[src/rtl/resp_sig_compactor.sv]
// Response signature compactor: folds each valid response vector into a
// 32-bit MISR over a programmed window and hands back the result via valid/ready.
module resp_sig_compactor #(
    parameter int                DATA_W = 159,
    parameter int                SIG_W  = 32,
    parameter logic [SIG_W-1:0]  POLY   = 32'h04C11DB7,
    parameter logic [SIG_W-1:0]  SEED   = 32'hFFFFFFFF
) (
    input  logic              clk,
    input  logic              rst,
    input  logic              start,
    input  logic [31:0]       win_len,
    input  logic [SIG_W-1:0]  exp_sig,
    input  logic              in_valid,
    input  logic [DATA_W-1:0] in_data,
    output logic              busy,
    output logic              sig_valid,
    input  logic              rd_ready,
    output logic [SIG_W-1:0]  sig,
    output logic [31:0]       cycle_count,
    output logic              match
);

    localparam int NCH = (DATA_W + SIG_W - 1) / SIG_W;

    typedef enum logic [1:0] {
        IDLE,
        RUN,
        DONE
    } state_t;

    state_t             state_q, state_d;
    logic [SIG_W-1:0]   sig_q, sig_d;
    logic [31:0]        cnt_q, cnt_d;
    logic [31:0]        len_q, len_d;
    logic [SIG_W-1:0]   exp_q, exp_d;
    logic               match_q, match_d;

    logic [NCH*SIG_W-1:0] pad;
    logic [SIG_W-1:0]     fold;
    logic [SIG_W-1:0]     sig_step;
    logic [31:0]          cnt_inc;

    // Top chunk is zero-padded, so bits above DATA_W alias onto nothing
    always_comb begin
        pad = '0;
        pad[DATA_W-1:0] = in_data;
        fold = '0;
        for (int i = 0; i < NCH; i++) begin
            fold = fold ^ pad[i*SIG_W +: SIG_W];
        end
    end

    assign sig_step = {sig_q[SIG_W-2:0], 1'b0}
                    ^ (sig_q[SIG_W-1] ? POLY : '0)
                    ^ fold;
    assign cnt_inc  = cnt_q + 32'd1;

    always_comb begin
        state_d = state_q;
        sig_d   = sig_q;
        cnt_d   = cnt_q;
        len_d   = len_q;
        exp_d   = exp_q;
        match_d = match_q;
        unique case (state_q)
            IDLE, RUN: begin
                // A start in RUN restarts the window and drops this cycle's sample
                if (start) begin
                    state_d = RUN;
                    sig_d   = SEED;
                    cnt_d   = '0;
                    len_d   = (win_len == 32'd0) ? 32'd1 : win_len;
                    exp_d   = exp_sig;
                    match_d = 1'b0;
                end else if (state_q == RUN && in_valid) begin
                    sig_d = sig_step;
                    cnt_d = cnt_inc;
                    if (cnt_inc == len_q) begin
                        state_d = DONE;
                        match_d = (sig_step == exp_q);
                    end
                end
            end
            DONE: begin
                if (rd_ready) begin
                    state_d = IDLE;
                end
            end
            default: state_d = IDLE;
        endcase
    end

    always_ff @(posedge clk) begin
        if (rst) begin
            state_q <= IDLE;
            sig_q   <= '0;
            cnt_q   <= '0;
            len_q   <= 32'd1;
            exp_q   <= '0;
            match_q <= 1'b0;
        end else begin
            state_q <= state_d;
            sig_q   <= sig_d;
            cnt_q   <= cnt_d;
            len_q   <= len_d;
            exp_q   <= exp_d;
            match_q <= match_d;
        end
    end

    assign busy        = (state_q == RUN);
    assign sig_valid   = (state_q == DONE);
    assign sig         = sig_q;
    assign cycle_count = cnt_q;
    assign match       = match_q;

endmodule

[config.mk]
export PLATFORM = sky130hd
export DESIGN_NAME = resp_sig_compactor
export DESIGN_NICKNAME = d
export VERILOG_FILES = /design/src/rtl/resp_sig_compactor.sv
export SDC_FILE = /design/constraint.sdc
export NUM_CORES = 1
export LEC_CHECK = 0
export CELL_PAD_IN_SITES_DETAIL_PLACEMENT = 0
export CELL_PAD_IN_SITES_GLOBAL_PLACEMENT = 1
export CORE_UTILIZATION = 34
export DETAILED_ROUTE_END_ITERATION = 10
export HOLD_SLACK_MARGIN = 0.08
export PLACE_DENSITY = 0.84
export SYNTH_ARGS = -nofsm -noshare
export SYNTH_HDL_FRONTEND = slang
export SYNTH_SLANG_ARGS = --single-unit
[constraint.sdc]
create_clock -name clk -period 4.1 [get_ports clk]
set_input_delay 0.82 -clock clk [delete_from_list [all_inputs] [get_ports clk]]
set_output_delay 0.82 -clock clk [all_outputs]
set_load 0.05 [all_outputs]
==> impl_metrics.ini <==
[sta]
clock_skew_ns = 0.0114
max_freq_ghz = 0.324
drv_slew = 0
timing_hold_violations_final = 0
period_share_pct = 75.4
fin_setup_tns_ns = 0
period_needed_ns = 3.09
rsz0062_at_grt = false
finalSetupViolations = 0
relSlewSlack_pct = 35.1
worst_pin_slew_ns = 0.970

[setup_path]
crit_top_cell = o2111ai_1
rr_worst_depth = 9
critPathRequiredTime_ns = 4.37
arrival_ns = 3.36
path_cells = ha_1 -> nand3_1 -> nor2_1 -> nand4_1 -> a221oi_1 -> o2111ai_1 -> nor4_1 -> o2111ai_1 -> o2bb2ai_1
cp-start-kind = flip-flop
worstSetupPathType = reg2reg
critPathCaptureType = flip-flop
critPathMaxFanout = 8
max_stage_delay_ns = 0.49
slowest_stage = dfxtp_1

[yosys]
syn_inst = 985
ys.warnings.count = 0
ys_seq_elements = 131
yosysTopAreaCellShare_pct = 33.0
syn_nets = 1214
async_flop_share_pct = 0
synth-edff-count = 0
synth_area_sq_um = 7950
avgSynthCellArea_sq_um = 8.07
ys_top_cells_by_area = dfxtp_1, xnor2_1, nand2_1, a21oi_1, xor2_1
synth-main-ff-cell = dfxtp_1
synth.distinct_cells = 56
seq_area_frac_synth_pct = 33.0
synth_top_cell_by_area = dfxtp_1

[place]
place_area_sq_um = 11200
place_congestion = 0.925
dpl.hpwl_um = 19500
portBuffers = 294

[route]
vias = 7710
first_pass_iters = 5
wl_um = 25200
drcViolationCount = 0
wl_per_cell_um = 15.9
ant_nets = 0
vias_per_cell = 4.88
initialDrtViolationCount = 364

[min_path]
hold_depth = 2
hold_path_class = reg2reg

[global_routing]
grt_pass1_vias = 7446
grt_overflow_total = 0
grt_pass1_wl_um = 39800
antenna_found_initial = 0
grt_usage_pct = 21.4
grt_max_degree = 69

[clock_network]
cts-root-buf = clkbuf_16
insertion_delay_ns = 0.42
cts_resized = 0
path_clk_slew_ns = 0.06
cts_tree = done
htreeDepth = 4
hold_buffers = 0
postCtsSetupRepairBufs = 0
clock_sinks = 131
numCtsBuffers = 17
clockBufferDepth = 2

[floorplanning]
die_h_um = 155
initial_core_util_pct = 34.9
dieArea_sq_um = 24000
core_area_sq_um = 22800
boundaryPins = 295
die_width_um = 155
rows = 55

[final_layout]
num-fill-cells = 2236
design_area_sq_um = 11700
n_antenna_cell = 0
area_delta_synth_final_pct = 47.7
regArea_sq_um = 2620
layout-drive-gt1-share_pct = 5.05
multiInputGateArea_sq_um = 5080
nets = 1484

[run]
drv_cap = 0

[power_and_ir_drop]
ir_worst_vdd_v = 0.000227
power_density_nw_per_um2 = 355
p_leak_nw = 4.26

[run_status]
status = finished clean
==> cell usage in the layout (no fill, tap or decap), types with 5 or more instances in the layout <==
master,count
nand3_1,11
clkdlybuf4s50_1,293
o21ai_0,25
xor2_1,49
clkbuf_16,17
a21oi_1,96
dfxtp_1,131
o22ai_1,33
nor4_1,16
nor2b_1,5
a22oi_1,6
nor3_1,21
nor2_1,80
nand4_1,21
mux2i_1,5
nand2_1,168
xnor3_1,8
clkinv_2,5
buf_4,14
xnor2_1,186
==> layer usage <==
layer  up-vias  GRT usage [%]  part of all wire, %
met1      3537           24.2                   40
met5         -              0                    0
met4         0           6.65                  1.9
li1       3900              -                    -
met2       245           39.2                   52
met3        28           5.15                  6.3
==> cells in the mapped netlist (all sizes together), types with 5 or more instances <==
master	n
xnor2	186
nand2	170
dfxtp	131
a21oi	96
nor2	80
xor2	50
clkbuf	39
o22ai	33
o21ai	25
nand4	23
nor3	22
nor4	19
buf	17
nand3	13
xnor3	8
a22oi	6
nor2b	6
mux2i	5
==> layout make-up <==
type	count	area share (%)
clock buffers	19	3.86
clock inverters	13	1.15
inverters	4	0.128
multi-input cells	794	43.3
flip-flops and latches	131	22.3
well taps	313	3.34
repair buffers	307	25.9
==> critical path: cells and delay by family (launching register included) <==
kind / cells / cell delay (ns)
simple gates: 4 / 1.18
compound gates: 4 / 0.96
flops: 1 / 0.49
fa+ha+maj: 1 / 0.32
==> sequential cells by signal (all words and copies together), names as in the netlist <==
name / flops
len_q: 32
sig: 32
state_q: 2
exp_q: 32
match: 1
cycle_count: 32
==> through the flow <==
step | total power (W) | hold WS [ns] | worst slack [ns] | cells | util [%]
2_1_floorplan | 0.00220 | 0.437 | 1.17 | 985 | -
3_3_place_gp | 0.00269 | 0.447 | 0.839 | 1549 | 49.0
3_5_place_dp | 0.00270 | 0.452 | 0.783 | 1549 | 49.0
4_1_cts | 0.00422 | 0.461 | 0.974 | 1581 | 51.5
5_1_grt | 0.00436 | 0.476 | 0.710 | 1581 | 51.5
6_report | 0.00417 | 0.458 | 1.01 | 1581 | 51.5
==> path summary, 6_finish.rpt <==
check / startpoint / to / slack, ns
worst max-delay path: cycle_count[0] / state_q[0] / 1.01
worst min-delay path: exp_q[3] / exp_q[3] / 0.46
worst min register to register: exp_q[3] / exp_q[3] / 0.46
worst max register to register: cycle_count[0] / state_q[0] / 1.01
==> cells by family (layout without fill, tap and decap cells) <==
kind of cell,after synthesis,after routing,share of synthesized area (%)
xor+xnor,244,244,28.4
fa+ha+maj,1,1,0.157
buf+inv,60,343,3.17
compound gates,184,184,13.4
mux,6,6,0.772
simple gates,359,359,21.1
flops,131,131,33.0
==> where the power goes <==
group          leakage [nW]  total, W  switching, W  internal, W
Combinational          2.89   0.00125      0.000614     0.000632
Sequential             1.08   0.00140     0.0000594      0.00134
Clock                 0.288   0.00152      0.000594     0.000924
Total                  4.26   0.00417       0.00127      0.00290
No activity file was read; power rests on OpenSTA's default activity.
